**config.mk**
```make
export PLATFORM = sky130hd
export DESIGN_NAME = opentdc_event_fifo_flat
export DESIGN_NICKNAME = d
export VERILOG_FILES = /design/src/rtl/opentdc_event_fifo_if.sv /design/src/rtl/opentdc_event_fifo.sv /design/src/flat_wrapper.sv
export SDC_FILE = /design/constraint.sdc
export NUM_CORES = 1
export LEC_CHECK = 0
export BUFFER_PORTS_ARGS = -buffer_cell sky130_fd_sc_hd__buf_2
export CAP_MARGIN = 40
export CORE_ASPECT_RATIO = 0.7
export CORE_MARGIN = 10
export CORE_UTILIZATION = 40
export DETAILED_ROUTE_END_ITERATION = 8
export PLACE_DENSITY = 0.6
export REMOVE_ABC_BUFFERS = 1
export SYNTH_ARGS = -nofsm -noshare
export SYNTH_HDL_FRONTEND = slang
export SYNTH_SLANG_ARGS = --single-unit
```
**constraint.sdc**
```tcl
create_clock -name clk_i -period 7.7 [get_ports clk_i]
set_input_delay 0.77 -clock clk_i [delete_from_list [all_inputs] [get_ports clk_i]]
set_output_delay 0.77 -clock clk_i [all_outputs]
set_load 0.005 [all_outputs]
```
**src/rtl/opentdc_event_fifo_if.sv**
```systemverilog
// Capture/readout bundle between the TDC front end, the event FIFO and the Wishbone decoder.
// The producer and consumer side (master) drive the strobes; the FIFO (slave) returns the head entry and status.
interface opentdc_event_fifo_if #(
  parameter int unsigned DEPTH    = 8,
  parameter int unsigned FINE_W   = 8,
  parameter int unsigned COARSE_W = 24
);
  localparam int unsigned CNT_W  = $clog2(DEPTH) + 1;
  localparam int unsigned DATA_W = FINE_W + COARSE_W;

  logic                en_i;
  logic [COARSE_W-1:0] coarse_i;
  logic                evt_i;
  logic [FINE_W-1:0]   fine_i;
  logic                rd_i;
  logic                clr_i;
  logic [DATA_W-1:0]   data_o;
  logic                valid_o;
  logic [CNT_W-1:0]    count_o;
  logic                overflow_o;
  logic [7:0]          lost_o;

  modport master (
    output en_i, coarse_i, evt_i, fine_i, rd_i, clr_i,
    input  data_o, valid_o, count_o, overflow_o, lost_o
  );

  modport slave (
    input  en_i, coarse_i, evt_i, fine_i, rd_i, clr_i,
    output data_o, valid_o, count_o, overflow_o, lost_o
  );
endinterface

```
**src/rtl/opentdc_event_fifo.sv**
```systemverilog
// Show-ahead timestamp FIFO: tags each fine code with the coarse time, buffers it for Wishbone
// readout, and counts events dropped while full.
module opentdc_event_fifo #(
  parameter int unsigned DEPTH    = 8,
  parameter int unsigned FINE_W   = 8,
  parameter int unsigned COARSE_W = 24
) (
  input logic                 clk_i,
  input logic                 rst_n_i,
  opentdc_event_fifo_if.slave bus
);
  localparam int unsigned PTR_W  = $clog2(DEPTH);
  localparam int unsigned CNT_W  = PTR_W + 1;
  localparam int unsigned DATA_W = FINE_W + COARSE_W;
  localparam int unsigned LOST_W = 8;

  logic [DATA_W-1:0] mem_q [DEPTH];
  logic [PTR_W-1:0]  wr_ptr_q, wr_ptr_d;
  logic [PTR_W-1:0]  rd_ptr_q, rd_ptr_d;
  logic [CNT_W-1:0]  count_q, count_d;
  logic [DATA_W-1:0] data_q, data_d;
  logic              valid_q, valid_d;
  logic              ovf_q, ovf_d;
  logic [LOST_W-1:0] lost_q, lost_d;

  logic              full;
  logic              attempt;
  logic              push;
  logic              pop;
  logic              drop;
  logic [DATA_W-1:0] entry;

  // Next-state: clear overrides push/pop; the head register is refilled from the new read pointer.
  always_comb begin
    entry    = {bus.coarse_i, bus.fine_i};
    full     = (count_q == CNT_W'(DEPTH));
    attempt  = bus.evt_i & bus.en_i;
    pop      = bus.rd_i & valid_q;
    push     = attempt & (~full | bus.rd_i);
    drop     = attempt & full & ~bus.rd_i;

    wr_ptr_d = wr_ptr_q;
    rd_ptr_d = rd_ptr_q;
    count_d  = count_q;
    data_d   = data_q;
    valid_d  = valid_q;
    ovf_d    = ovf_q;
    lost_d   = lost_q;

    if (bus.clr_i) begin
      wr_ptr_d = '0;
      rd_ptr_d = '0;
      count_d  = '0;
      data_d   = '0;
      valid_d  = 1'b0;
      ovf_d    = 1'b0;
      lost_d   = '0;
    end else begin
      wr_ptr_d = wr_ptr_q + PTR_W'(push);
      rd_ptr_d = rd_ptr_q + PTR_W'(pop);
      count_d  = count_q + CNT_W'(push) - CNT_W'(pop);
      valid_d  = (count_d != '0);
      if (drop) begin
        ovf_d = 1'b1;
        if (lost_q != '1) lost_d = lost_q + LOST_W'(1);
      end
      // A single remaining entry that is being written this cycle is not in memory yet.
      if (count_d == '0)                          data_d = '0;
      else if (push && (count_d == CNT_W'(1)))    data_d = entry;
      else                                        data_d = mem_q[rd_ptr_d];
    end
  end

  always_ff @(posedge clk_i) begin
    if (!rst_n_i) begin
      wr_ptr_q <= '0;
      rd_ptr_q <= '0;
      count_q  <= '0;
      data_q   <= '0;
      valid_q  <= 1'b0;
      ovf_q    <= 1'b0;
      lost_q   <= '0;
    end else begin
      wr_ptr_q <= wr_ptr_d;
      rd_ptr_q <= rd_ptr_d;
      count_q  <= count_d;
      data_q   <= data_d;
      valid_q  <= valid_d;
      ovf_q    <= ovf_d;
      lost_q   <= lost_d;
    end
  end

  // Storage carries no reset; only occupied slots are ever presented.
  always_ff @(posedge clk_i) begin
    if (rst_n_i && !bus.clr_i && push) mem_q[wr_ptr_q] <= entry;
  end

  assign bus.data_o     = data_q;
  assign bus.valid_o    = valid_q;
  assign bus.count_o    = count_q;
  assign bus.overflow_o = ovf_q;
  assign bus.lost_o     = lost_q;
endmodule

```
**src/flat_wrapper.sv**
```systemverilog
// flat-port wrapper written by rule: the top's interface ports become plain ports
module opentdc_event_fifo_flat 
#(
  parameter int unsigned DEPTH    = 8,
  parameter int unsigned FINE_W   = 8,
  parameter int unsigned COARSE_W = 24
)
  (clk_i, rst_n_i, bus_en_i, bus_coarse_i, bus_evt_i, bus_fine_i, bus_rd_i, bus_clr_i, bus_data_o, bus_valid_o, bus_count_o, bus_overflow_o, bus_lost_o);
  opentdc_event_fifo_if #(.DEPTH(DEPTH), .FINE_W(FINE_W), .COARSE_W(COARSE_W)) bus_i ();
  input logic clk_i;
  input logic rst_n_i;
  input wire logic [$bits(bus_i.en_i)-1:0] bus_en_i;
  input wire logic [$bits(bus_i.coarse_i)-1:0] bus_coarse_i;
  input wire logic [$bits(bus_i.evt_i)-1:0] bus_evt_i;
  input wire logic [$bits(bus_i.fine_i)-1:0] bus_fine_i;
  input wire logic [$bits(bus_i.rd_i)-1:0] bus_rd_i;
  input wire logic [$bits(bus_i.clr_i)-1:0] bus_clr_i;
  output wire logic [$bits(bus_i.data_o)-1:0] bus_data_o;
  output wire logic [$bits(bus_i.valid_o)-1:0] bus_valid_o;
  output wire logic [$bits(bus_i.count_o)-1:0] bus_count_o;
  output wire logic [$bits(bus_i.overflow_o)-1:0] bus_overflow_o;
  output wire logic [$bits(bus_i.lost_o)-1:0] bus_lost_o;
  assign bus_i.en_i = bus_en_i;
  assign bus_i.coarse_i = bus_coarse_i;
  assign bus_i.evt_i = bus_evt_i;
  assign bus_i.fine_i = bus_fine_i;
  assign bus_i.rd_i = bus_rd_i;
  assign bus_i.clr_i = bus_clr_i;
  assign bus_data_o = bus_i.data_o;
  assign bus_valid_o = bus_i.valid_o;
  assign bus_count_o = bus_i.count_o;
  assign bus_overflow_o = bus_i.overflow_o;
  assign bus_lost_o = bus_i.lost_o;
  opentdc_event_fifo #(.DEPTH(DEPTH), .FINE_W(FINE_W), .COARSE_W(COARSE_W)) u_core (.clk_i(clk_i), .rst_n_i(rst_n_i), .bus(bus_i));
endmodule
```
Word-level counts from Yosys, hierarchy flattened
Memory sizes are Yosys's and may differ from the RTL's. Cells that the tools add are included.

Bitwise operators: 9. Mux-type cells: 3. Add/subtract/negate cells: 5. Equal/unequal tests: 3. Reduce and logical (&&, ||, !) cells: 9.

Operator list (number): $mux W32 (1); $add A8 B1 Y8 const B (1); $ne A8 B8 Y1 const B (1); $add A3 B1 Y3 (2); $and A1 B1 Y1 (5); $add A4 B1 Y4 (1); $eq A4 B1 Y1 const B (1); $eq A4 B4 Y1 const B (1); $logic_not A4 Y1 (1); $reduce_bool A4 Y1 (1); $sub A4 B1 Y4 (1); $logic_and A1 B1 Y1 (3); $not A1 Y1 (3); $reduce_or A3 Y1 (1); $mux W1 (2); $reduce_and A2 Y1 (1); $reduce_or A2 Y1 (1); $logic_not A1 Y1 (1); $or A1 B1 Y1 (1).

Output and inout bits: 46. Memories kept: 1. Bits of input ports: 38. Flip-flop bits (word level): 52. Memory bits (writable): 256. Logic and storage cells: 37.

Memory list: u_core.mem_q (words 8, bits a word 32, rd ports 1, clocked after memory_dff 0, wr ports 1, line opentdc_event_fifo.sv:17) `logic [DATA_W-1:0] mem_q [DEPTH];`.

Logic depth before layout (Yosys ltp)
Gate-level depths: netlist (run 1).

Depth after elaboration: 9. Depth in mapped cells: 12. Mapped depth without buffers: 11.

Worst setup path before layout (run 1)
Ideal clock, no wire load.

Kind: input to register. Start point: in bus_clr_i. End point: mem u_core.mem_q[0][0] (netlist name), enable pin. Data arrival time: 3.621 ns. Cell stages on the path: 3. Required time: 7.239 ns. Buffers on the path: 0. Slack: 3.618 ns. Cell sequence: nand2b_1 -> or4_1 -> nor3_1.

Longest elaborated chain between the ends: 5.

Ends and longest elaborated chain: start: declaration (line flat_wrapper.sv:17) `input wire logic [$bits(bus_i.clr_i)-1:0] bus_clr_i;`; $logic_not A1 Y1 (line opentdc_event_fifo.sv:96) `if (rst_n_i && !bus.clr_i && push) mem_q[wr_ptr_q] <= entry;`; $logic_and A1 B1 Y1 (2 in series) (line opentdc_event_fifo.sv:96); $mux W1 (line opentdc_event_fifo.sv:96); $mux W1 (not written as such) (line opentdc_event_fifo.sv:96); end: declaration (line opentdc_event_fifo.sv:17).

No other way between the ends.

Final worst setup path (run 1)
Start point: reg u_core.count_q[2], in the netlist u_core.bus.count_o[2]. End point: reg u_core.data_q[17], in the netlist u_core.bus.data_o[17].

Longest elaborated chain between the ends: 9. Elaborated cells between the ends (all ways): 11. Those cells by class: add/sub: 2; eq/ne: 2; mux: 1; bitwise: 3; reduce/logical: 3.

Ends and longest elaborated chain: start: declaration (line opentdc_event_fifo.sv:20) `logic [CNT_W-1:0] count_q, count_d;`; start signal: assignment (line opentdc_event_fifo.sv:86) `count_q <= count_d;`; $eq A4 B4 Y1 (line opentdc_event_fifo.sv:36) `full = (count_q == CNT_W'(DEPTH));`; $not A1 Y1 (line opentdc_event_fifo.sv:39) `push = attempt & (~full | bus.rd_i);`; $or A1 B1 Y1 (line opentdc_event_fifo.sv:39); $and A1 B1 Y1 (line opentdc_event_fifo.sv:39); $add A4 B1 Y4 (line opentdc_event_fifo.sv:61) `count_d = count_q + CNT_W'(push) - CNT_W'(pop);`; $sub A4 B1 Y4 (line opentdc_event_fifo.sv:61); $eq A4 B1 Y1 (line opentdc_event_fifo.sv:69) `else if (push && (count_d == CNT_W'(1))) data_d = entry;`; $logic_and A1 B1 Y1 (line opentdc_event_fifo.sv:69); $mux W32 (line opentdc_event_fifo.sv:69); end signal: assignment (line opentdc_event_fifo.sv:87) `data_q <= data_d;`; end: declaration (line opentdc_event_fifo.sv:21) `logic [DATA_W-1:0] data_q, data_d;`.

Several ways; a longest one is shown, not always the timed one. A chain may end at the register's enable or synchronous reset.

==> impl_results.md, run 1 <==
* Outcome: completed
* DRC Markers at 0
* Clock buffer count from CTS at 29
* Crit end category: register
* Slew Viols, Final at 0
* Post-CTS resize count at 0
* Synth warnings at 0
* Pre-antenna DRT Iters at 4
* Reg2Reg Depth at 12
* Antenna-violating nets left at 0
* Vias in the first global route at 6563
* Peak supply drop at 167 uV
* Layout cell share with drive strength beyond 1 at 0.357
* DP Wirelength at 14600 um
* Fill cells at 2432
* P_leak at 4.44 nW
* Flop2flop setup slack at 4.10 ns
* Vias at 6038
* Finished Core Util at 0.477
* Tmin final at 3.60 ns
* Final Hold Violating Endpoints at 0
* CTS tree: built
* Worst-path fanout max at 33
* Rows at 52
* Worst min path class: reg2reg
* Worst Hold Depth at 2
* Hold endpoint: u_core.bus.overflow_o$_SDFFE_PP0P_
* Hold Buf Count CTS at 0
* Mapped cell area at 12000 sq um
* Initial Util at 0.410
* Crit share post-route at 0.467
* Worst-Margin Slew at 0.772 ns
* Final wirelength at 27300 um
* Avg Cell Area, Syn at 20.0 sq um
* Crit Path Category: reg2reg
* Core area at 29300 sq um
* RSZ-0062 raised after global routing: no
* Post-CTS Setup Repair Bufs at 0
* Setup crit start kind: register
* Worst slew margin at 0.485
* Number of I/O pins at 84
* Die H at 165 um
* PwrDens at 258 nW/um^2
* Clk buf depth at 3
* Final Skew at 0.0137 ns
* Setup TNS at 0 ns
* H-tree levels at 1
* Grt ovf at 0
* Starting DRT DRC Count at 423
* Area growth from synthesis to layout at 16.3%
* Global-route wire length before repair at 41000 um
* Most frequent cells in the layout: edfxtp_1, buf_2, mux4_2
* Post-synth EDFFs at 256
* Endpoints failing setup at 0
* TritonCTS Sinks at 308
* Ys async rst share at 0
* Reg-to-reg endpoint: u_core.bus.data_o[17]$_SDFF_PP0_
* Placer Congestion at 0.723
* Routed wire per std cell at 24.9 um
* FF+latch count, synth at 308
* Hold_sp: u_core.bus.overflow_o$_SDFFE_PP0P_
* Die X at 227 um
* Seq/Total Area, Yosys at 0.727
* Die ar. at 37500 sq um
* Clock Latency Late Sink at 0.55 ns
* Crit path required time at 8.09 ns
* Port-buffer cells at 83
* Max-Cap Viols at 0
* Most common cell after layout, fill and taps aside: edfxtp_1
* Syn Inst Count at 601
* Main synth FF type: edfxtp_1
* Drt via density at 5.50
* Antenna violations before repair at 3
* Root Buffer: clkbuf_16
* Largest net degree at the start of global routing at 45
* Crit path DAT at 3.99 ns
* Worst-path clk slew at 0.06 ns
* Post-synthesis cell type count at 44
* Fmax at 278 MHz
* GRT Total Usage at 0.146
* # nets final at 745
* Worst R2R Start: u_core.bus.count_o[2]$_SDFF_PP0_
[sequential cells by signal, summed over array words and instances (netlist names)]
signal                 count
u_core.bus.overflow_o      1
u_core.wr_ptr_q            3
u_core.bus.lost_o          8
u_core.bus.data_o         32
u_core.bus.valid_o         1
u_core.mem_q             256
u_core.rd_ptr_q            3
u_core.bus.count_o         4
[Yosys cell counts, types with 3 or more instances]
| cell type | n | area [sq um] |
|---|---|---|
| buf_6 | 6 | 67.6 |
| edfxtp_1 | 256 | 7690 |
| ha_1 | 10 | 125 |
| or3_1 | 4 | 25.0 |
| mux4_2 | 64 | 1440 |
| buf_2 | 14 | 70.1 |
| dfxtp_1 | 52 | 1040 |
| a211oi_2 | 30 | 375 |
| a21oi_1 | 4 | 20.0 |
| mux2i_1 | 34 | 340 |
| clkbuf_1 | 10 | 37.5 |
| nand2b_1 | 3 | 18.8 |
| nor2_1 | 16 | 60.1 |
| nand2_1 | 5 | 18.8 |
| a211oi_1 | 35 | 263 |
| nor3_1 | 3 | 15.0 |
| nand3_1 | 4 | 20.0 |
| xor2_1 | 4 | 35.0 |
| o21ai_0 | 3 | 15.0 |
| and2_1 | 9 | 56.3 |
| inv_1 | 8 | 30.0 |
[critical path: stages (launching register included)]
cell and delay (ns):
dfxtp_1 0.32, inv_1 0.06, ha_1 0.21, nor4b_4 0.15, nor2_1 0.23, ha_1 0.21, inv_1 0.06, fa_1 0.55
or3b_1 0.37, or4b_1 0.51, nand3_2 0.09, buf_4 0.56, a211oi_1 0.10
[how the worst max path moves through the flow]
stage                                     startpoint                                to  slack (ns)
detailed placement                          bus_rd_i  u_core.bus.data_o[18]$_SDFF_PP0_        3.72
finish              u_core.bus.count_o[2]$_SDFF_PP0_  u_core.bus.data_o[17]$_SDFF_PP0_        4.10
global route        u_core.bus.count_o[2]$_SDFF_PP0_  u_core.bus.data_o[18]$_SDFF_PP0_        3.86
global placement                            bus_rd_i  u_core.bus.data_o[18]$_SDFF_PP0_        3.81
floorplan                                   bus_rd_i   u_core.bus.data_o[0]$_SDFF_PP0_        3.21
CTS                 u_core.bus.count_o[2]$_SDFF_PP0_  u_core.bus.data_o[17]$_SDFF_PP0_        4.09
[area by class of cell]
type	instances	area [sq um]	area share
inverters	8	30.0	0.00215
diodes	1	2.50	0.000179
well taps	378	473	0.0339
flip-flops and latches	308	8730	0.625
clock buffers	42	845	0.0605
multi-input cells	251	3170	0.227
clock inverters	11	156	0.0112
repair buffers	98	568	0.0407
[cells by family after synthesis]
| logic type | after synthesis | share of synthesized area |
|---|---|---|
| AOI/OAI and AO/OA | 79 | 0.0609 |
| xor gates and xnor gates | 5 | 0.00365 |
| adders and majority gates | 11 | 0.0121 |
| buffers and inverters | 42 | 0.0190 |
| DFF | 308 | 0.727 |
| muxes | 98 | 0.148 |
| and+or+nand+nor | 58 | 0.0294 |
[where the power goes]
part	switching, W	total [W]	internal (W)
Sequential	0.0000122	0.00184	0.00183
Combinational	0.000168	0.000279	0.000110
Clock	0.000600	0.00149	0.000892
Total	0.000781	0.00361	0.00283
[metal layers]
| layer | routed length [um] | track usage |
|---|---|---|
| met1 | 12100 | 0.195 |
| met2 | 13200 | 0.241 |
| met3 | 1370 | 0.0289 |
| met4 | 609 | 0.0347 |
| met5 | 27 | 0 |
[per-stage QoR]
| step | worst slack [ns] | std cells | hold slack (ns) | power, W | cell area (sq um) |
|---|---|---|---|---|---|
| after floorplan | 3.21 | 567 | 0.460 | 0.00204 | 11800 |
| after global placement | 3.81 | 1041 | 0.454 | 0.00215 | 12900 |
| after detailed placement | 3.72 | 1043 | 0.470 | 0.00216 | 13000 |
| after CTS | 4.09 | 1096 | 0.489 | 0.00364 | 14000 |
| after global routing | 3.86 | 1097 | 0.503 | 0.00373 | 14000 |
| final | 4.10 | 1097 | 0.489 | 0.00361 | 14000 |
No activity file was read; power rests on OpenSTA's default activity.
==> run 2, diff against run 1 <==
--- a/config.mk
+++ b/config.mk
@@ -5,13 +5,14 @@
 export SDC_FILE = /design/constraint.sdc
 export NUM_CORES = 1
 export LEC_CHECK = 0
+export ABC_AREA = 1
 export BUFFER_PORTS_ARGS = -buffer_cell sky130_fd_sc_hd__buf_2
 export CAP_MARGIN = 40
 export CORE_ASPECT_RATIO = 0.7
 export CORE_MARGIN = 10
 export CORE_UTILIZATION = 40
 export DETAILED_ROUTE_END_ITERATION = 8
-export PLACE_DENSITY = 0.6
+export PLACE_DENSITY = 0.62
 export REMOVE_ABC_BUFFERS = 1
 export SYNTH_ARGS = -nofsm -noshare
 export SYNTH_HDL_FRONTEND = slang
==> constraint.sdc (replaced) <==
create_clock -name clk_i -period 2.89 [get_ports clk_i]
set_input_delay 0.289 -clock clk_i [delete_from_list [all_inputs] [get_ports clk_i]]
set_output_delay 0.289 -clock clk_i [all_outputs]
set_load 0.005 [all_outputs]
==> run 2 against run 1 <==
Effect of this change: setup slack worse by 3.9 ns; first-iteration DRC count up 77%; total power rose to 2.7 times the previous value; maximum frequency up 34%; final area up 5.6%; non-clock buffer count up 27; area after synthesis up 6.2%; wire length up 14%.
==> impl_results.md, run 2 <==
* Finished Core Util at 0.471
* Largest register by flop count: u_core.mem_q
* Syn Inst Count at 1165
* Largest net degree at the start of global routing at 68
* Worst min path class: in2reg
* Crit path DAT at 3.12 ns
* Critical path's top delay family: adder cells
* Crit share post-route at 0.932
* Worst R2R Start: u_core.bus.count_o[2]$_SDFF_PP0_
* Rows at 54
* Most common cell after layout, fill and taps aside: nand2_1
* Outcome: completed
* Number of I/O pins at 84
* Die ar. at 39500 sq um
* RSZ-0062 raised after global routing: yes
* Worst path depth at 16
* FF+latch count, synth at 308
* Final wirelength at 31100 um
* Reg-to-reg endpoint: u_core.bus.data_o[5]$_SDFF_PP0_
* Port-buffer cells at 83
* Place WS at -0.0513 ns
* Largest register FFs at 256
* Most frequent cells in the layout: nand2_1, edfxtp_1, buf_2
* CP max stage delay at 0.55 ns
* Peak supply drop at 455 uV
* Placed insts at 1639
* Tmin final at 2.69 ns
* Post-synthesis cell type count at 35
* Vias at 8500
* Setup TNS at 0 ns
* Area growth from synthesis to layout at 15.7%
* Worst setup path endpoint: u_core.bus.data_o[5]$_SDFF_PP0_
* CTS tree: built
* Core area at 31300 sq um
* Antenna-violating nets left at 0
* Root Buffer: clkbuf_16
* Reg2Reg Depth at 16
* Layout cell share with drive strength beyond 1 at 0.172
* Clk buf depth at 3
* Ys async rst share at 0
* GRT Total Usage at 0.155
* Fill cells at 2851
* Worst-path clk slew at 0.06 ns
* Top-count cell post-synth: nand2_1
* Seq/Total Area, Yosys at 0.684
* DP Wirelength at 17900 um
* PwrDens at 651 nW/um^2
* Final Skew at 0.0201 ns
* Mapped cell area at 12800 sq um
* Crit end category: register
* Biggest area consumer among synthesized cells: edfxtp_1
* CP max stage cell: fa_1
* Crit Path Category: reg2reg
* Area after DPL at 13700 sq um
* Cells along the critical path: inv_1, ha_1, inv_1, nor2_1, nand2_1, nand2_1, inv_1, ha_1, inv_1, fa_1, nand2_1, nor2_4, buf_4, nand3_4, nand2_1, a21oi_2
* Endpoints failing setup at 0
* Pre-antenna DRT Iters at 5
* Worst Setup SP: u_core.bus.count_o[2]$_SDFF_PP0_
* Area of all sequential standard cells at 8730 sq um
* Antenna violations before repair at 1
* Slew Viols, Final at 0
* Avg Cell Area, Syn at 10.9 sq um
* Drt via density at 5.00
* Commonest cells in the netlist: nand2_1, edfxtp_1, nand3_1
* Fin worst setup slack at 0.197 ns
* Placer Congestion at 0.759
* Clock Latency Late Sink at 0.56 ns
* Crit path required time at 3.31 ns
* Die X at 233 um
* Initial Util at 0.408
* Synth warnings at 0
* Die H at 169 um
* P_leak at 5.72 nW
* Buf+Inv Stages, Crit Path at 5
* Vias in the first global route at 8169
* Flop2flop setup slack at 0.20 ns
* # nets final at 1307
* Final Cell Area at 14700 sq um
* Max-Cap Viols at 0
* Starting DRT DRC Count at 747
* Worst slew margin at 0.694
* Global-route wire length before repair at 48000 um
* Setup crit start kind: register
* H-tree levels at 1
* Fmax at 371 MHz
* TritonCTS Sinks at 308
* Multi-input logic area at 3620 sq um
* Final Hold Violating Endpoints at 0
* Main synth FF type: edfxtp_1
* Worst-Margin Slew at 0.460 ns
* Dominant cells by area after synthesis: edfxtp_1, nand2_1, dfxtp_1
* Post-synth EDFFs at 256
* DRC Markers at 0
* Grt ovf at 0
* Post-Layout Cell Count at 1701
* Routed wire per std cell at 18.3 um
* Top-area cell type share of the netlist area at 0.603
* Worst-path fanout max at 8
* Clock buffer count from CTS at 29
-- run 2: where the power goes --
part	leakage, nW	switching (W)	internal (W)	total (W)
Combinational	2.56	0.000710	0.000333	0.00104
Sequential	2.73	0.0000355	0.00487	0.00490
Clock	0.435	0.00162	0.00204	0.00366
Total	5.72	0.00237	0.00724	0.00961
-- run 2: worst min path at each step --
stage	start	to	depth (start not counted)	slack, ns
after floorplan	bus_fine_i[0]	u_core.mem_q[0][0]$_DFFE_PP_	0	0.39
after global placement	u_core.bus.overflow_o$_SDFFE_PP0P_	u_core.bus.overflow_o$_SDFFE_PP0P_	1	0.45
after detailed placement	u_core.bus.overflow_o$_SDFFE_PP0P_	u_core.bus.overflow_o$_SDFFE_PP0P_	1	0.47
after CTS	bus_fine_i[0]	u_core.mem_q[6][0]$_DFFE_PP_	1	0.007
after global routing	bus_coarse_i[18]	u_core.mem_q[2][26]$_DFFE_PP_	1	0.01
final	bus_coarse_i[18]	u_core.mem_q[2][26]$_DFFE_PP_	1	0.02
-- run 2: logic make-up (layout without fill, tap and decap cells) --
family                   Yosys count  count (layout)  share of synthesized area
AO/OA/AOI/OAI                     84              84                     0.0417
XOR/XNOR                           7               7                    0.00687
adder cells (fa/ha/maj)           11              11                     0.0114
buffers and inverters             95             208                     0.0413
flip-flops                       308             308                      0.684
other                              0               1                          0
AND/OR/NAND/NOR                  660             662                      0.214
-- run 2: repair_timing --
item / in CTS / in global routing
cloned: 1 / 1
setup endpoints to repair: 32 / 32
setup buffers: 0 / 5
gates resized for setup: 1 / 5
pin swaps: 1 / 4
endpoints found under the hold margin: 6 / 0
hold buffers: 1 / 0
-- run 2: cell type report --
| type | instances | share of cell area |
|---|---|---|
| inverters | 30 | 0.00772 |
| well taps | 420 | 0.0356 |
| repair buffers | 125 | 0.0590 |
| diodes | 1 | 0.000170 |
| flip-flops and latches | 308 | 0.592 |
| multi-input cells | 764 | 0.245 |
| clock buffers | 36 | 0.0517 |
| clock inverters | 17 | 0.00891 |
-- run 2: routing by layer --
layer  up-vias  wire length (um)  GRT usage
li1       4129                 -          -
met1      4113             14400      0.219
met2       218             14100      0.241
met3        40              2020     0.0306
met4         0               499     0.0341
met5         -                 0          0
-- run 2: through the flow --
stage	total power (W)	hold slack, ns
2_1_floorplan	0.00558	0.388
3_3_place_gp	0.00597	0.452
3_5_place_dp	0.00599	0.472
4_1_cts	0.00962	0.00741
5_1_grt	0.00998	0.0125
6_report	0.00961	0.0238
-- run 2: worst reg2reg max path, stage by stage, from the launching register on --
cell and delay, ns:
dfxtp_1 0.34, inv_1 0.07, ha_1 0.19, inv_1 0.05, nor2_1 0.04, nand2_1 0.07
nand2_1 0.07, inv_1 0.09, ha_1 0.19, inv_1 0.07, fa_1 0.55, nand2_1 0.10
nor2_4 0.15, buf_4 0.17, nand3_4 0.21, nand2_1 0.16, a21oi_2 0.05
==> run 3, diff against run 2 <==
--- a/config.mk
+++ b/config.mk
@@ -11,6 +11,7 @@
 export CORE_ASPECT_RATIO = 0.7
 export CORE_MARGIN = 10
 export CORE_UTILIZATION = 40
+export CTS_BUF_LIST = sky130_fd_sc_hd__clkbuf_4 sky130_fd_sc_hd__clkbuf_8 sky130_fd_sc_hd__clkbuf_16
 export DETAILED_ROUTE_END_ITERATION = 8
 export PLACE_DENSITY = 0.62
 export REMOVE_ABC_BUFFERS = 1
==> run 3 against run 2 <==
Effect of this change: final area about the same; via count shrank 0.40%; cell count did not move; count of clock-buffer cells in the layout unchanged; maximum frequency shrank 0.39%; die area is the same; first-iteration DRC count is 0.94% lower; sequential share of layout area hardly changed; core utilization about the same; critical path type unchanged.
==> impl_results.md, run 3 (synthesis results as in run 2) <==
* WHS at 0.0205 ns
* Slew Viols, Final at 0
* Starting DRT DRC Count at 740
* Max-Cap Viols at 0
* Rows at 54
* Area growth from synthesis to layout at 15.7%
* Worst-path fanout max at 12
* Clk buf depth at 3
* Final wirelength at 31100 um
* Port-buffer cells at 83
* Global-route wire length before repair at 48000 um
* Crit path required time at 3.37 ns
* Pre-antenna DRT Iters at 5
* Drt via density at 4.98
* Crit share post-route at 0.936
* DP Wirelength at 17900 um
* Die ar. at 39500 sq um
* Worst min path class: in2reg
* PwrDens at 653 nW/um^2
* Core area at 31300 sq um
* Endpoints failing setup at 0
* Vias in the first global route at 8181
* H-tree levels at 1
* Antenna-violating nets left at 0
* Most common cell after layout, fill and taps aside: nand2_1
* Vias at 8466
* Post-Layout Cell Count at 1701
* Worst-Margin Slew at 0.470 ns
* Die X at 233 um
* Worst slew margin at 0.686
* P_leak at 5.74 nW
* Outcome: completed
* Largest register by flop count: u_core.mem_q
* # nets final at 1307
* Number of I/O pins at 84
* Root Buffer: clkbuf_16
* Worst-path clk slew at 0.07 ns
* Die H at 169 um
* Initial Util at 0.408
* TritonCTS Sinks at 308
* Tmin final at 2.70 ns
* Worst setup path endpoint: u_core.bus.data_o[27]$_SDFF_PP0_
* Fmax at 370 MHz
* Largest register FFs at 256
* Worst Setup SP: u_core.bus.count_o[2]$_SDFF_PP0_
* Largest net degree at the start of global routing at 68
* GRT Total Usage at 0.155
* Reg-to-reg endpoint: u_core.bus.data_o[27]$_SDFF_PP0_
* Placer Congestion at 0.759
* Final Skew at 0.0187 ns
* CTS tree: built
* Peak supply drop at 458 uV
* Grt ovf at 0
* Most frequent cells in the layout: nand2_1, edfxtp_1, buf_2
* Crit Path Category: reg2reg
* Reg2Reg Depth at 16
* Crit end category: register
* Final Hold Violating Endpoints at 0
* Antenna violations before repair at 1
* Area after DPL at 13700 sq um
* Placed insts at 1639
* RSZ-0062 raised after global routing: yes
* Layout cell share with drive strength beyond 1 at 0.176
* Final Cell Area at 14800 sq um
* Clock Latency Late Sink at 0.56 ns
* Routed wire per std cell at 18.3 um
* Setup crit start kind: register
* Worst R2R Start: u_core.bus.count_o[2]$_SDFF_PP0_
* Fin worst setup slack at 0.186 ns
* Flop2flop setup slack at 0.19 ns
* Place WS at -0.0513 ns
* DRC Markers at 0
* Clock buffer count from CTS at 29
* Crit path DAT at 3.18 ns
run 3: cell counts in the layout (fill, tap and decap cells not counted):
Identical to the previous run, type by type.
run 3: final cells by class:
cell class                 instances  area (sq um)
antenna                            1          2.50
clock inverter                    17           131
inverter                          30           114
timing repair buffer             125           861
fill                            2848         16500
tap                              420           526
clock buffer                      36           785
sequential                       308          8730
multi-input combinational        764          3610
run 3: power breakdown:
part	total, W	internal (W)	leakage (nW)	switching (W)
Sequential	0.00490	0.00487	2.73	0.0000355
Combinational	0.00103	0.000324	2.56	0.000708
Clock	0.00371	0.00209	0.455	0.00162
run 3: worst max-delay path, stage by stage, from the launching register on:
cell,delay (ns)
dfxtp_1,0.34
inv_1,0.07
ha_1,0.19
inv_1,0.05
nor2_1,0.04
nand2_1,0.07
nand2_1,0.07
inv_1,0.09
ha_1,0.19
inv_1,0.06
fa_1,0.56
nand2_1,0.10
nor2_4,0.16
buf_4,0.16
buf_6,0.17
nand4_1,0.14
a21oi_2,0.17
run 3: what timing repair did:
action / CTS / global route
endpoints found under the hold margin: 6 / 0
hold buffers: 1 / 0
setup endpoints to repair: 32 / 32
cloned: 1 / 1
buffers inserted: 0 / 5
pin swaps: 1 / 3
resized for setup: 1 / 5
run 3: worst min-delay path by stage:
stage,cells after the start,start,slack [ns],endpoint
final,1,bus_coarse_i[14],0.02,u_core.mem_q[1][22]$_DFFE_PP_
after global routing,1,bus_coarse_i[18],0.01,u_core.mem_q[2][26]$_DFFE_PP_
after CTS,1,bus_coarse_i[18],0.006,u_core.mem_q[2][26]$_DFFE_PP_
after detailed placement,1,u_core.bus.overflow_o$_SDFFE_PP0P_,0.47,u_core.bus.overflow_o$_SDFFE_PP0P_
after global placement,1,u_core.bus.overflow_o$_SDFFE_PP0P_,0.45,u_core.bus.overflow_o$_SDFFE_PP0P_
after floorplan,0,bus_fine_i[0],0.39,u_core.mem_q[0][0]$_DFFE_PP_
run 3: per-layer routing:
| metal | GRT usage | share of wire | vias up |
|---|---|---|---|
| met2 | 0.242 | 0.46 | 203 |
| met5 | 0 | 0 | - |
| li1 | - | - | 4125 |
| met4 | 0.0341 | 0.015 | 0 |
| met1 | 0.219 | 0.47 | 4100 |
| met3 | 0.0306 | 0.061 | 38 |
run 3: metrics by stage:
stage	util	total power, W	setup TNS (ns)
after CTS	0.469	0.00968	0
final	0.472	0.00965	0
after detailed placement	0.439	0.00599	-0.585
after global routing	0.472	0.0100	-0.0189
after global placement	0.439	0.00597	0
after floorplan	-	0.00558	-133.68
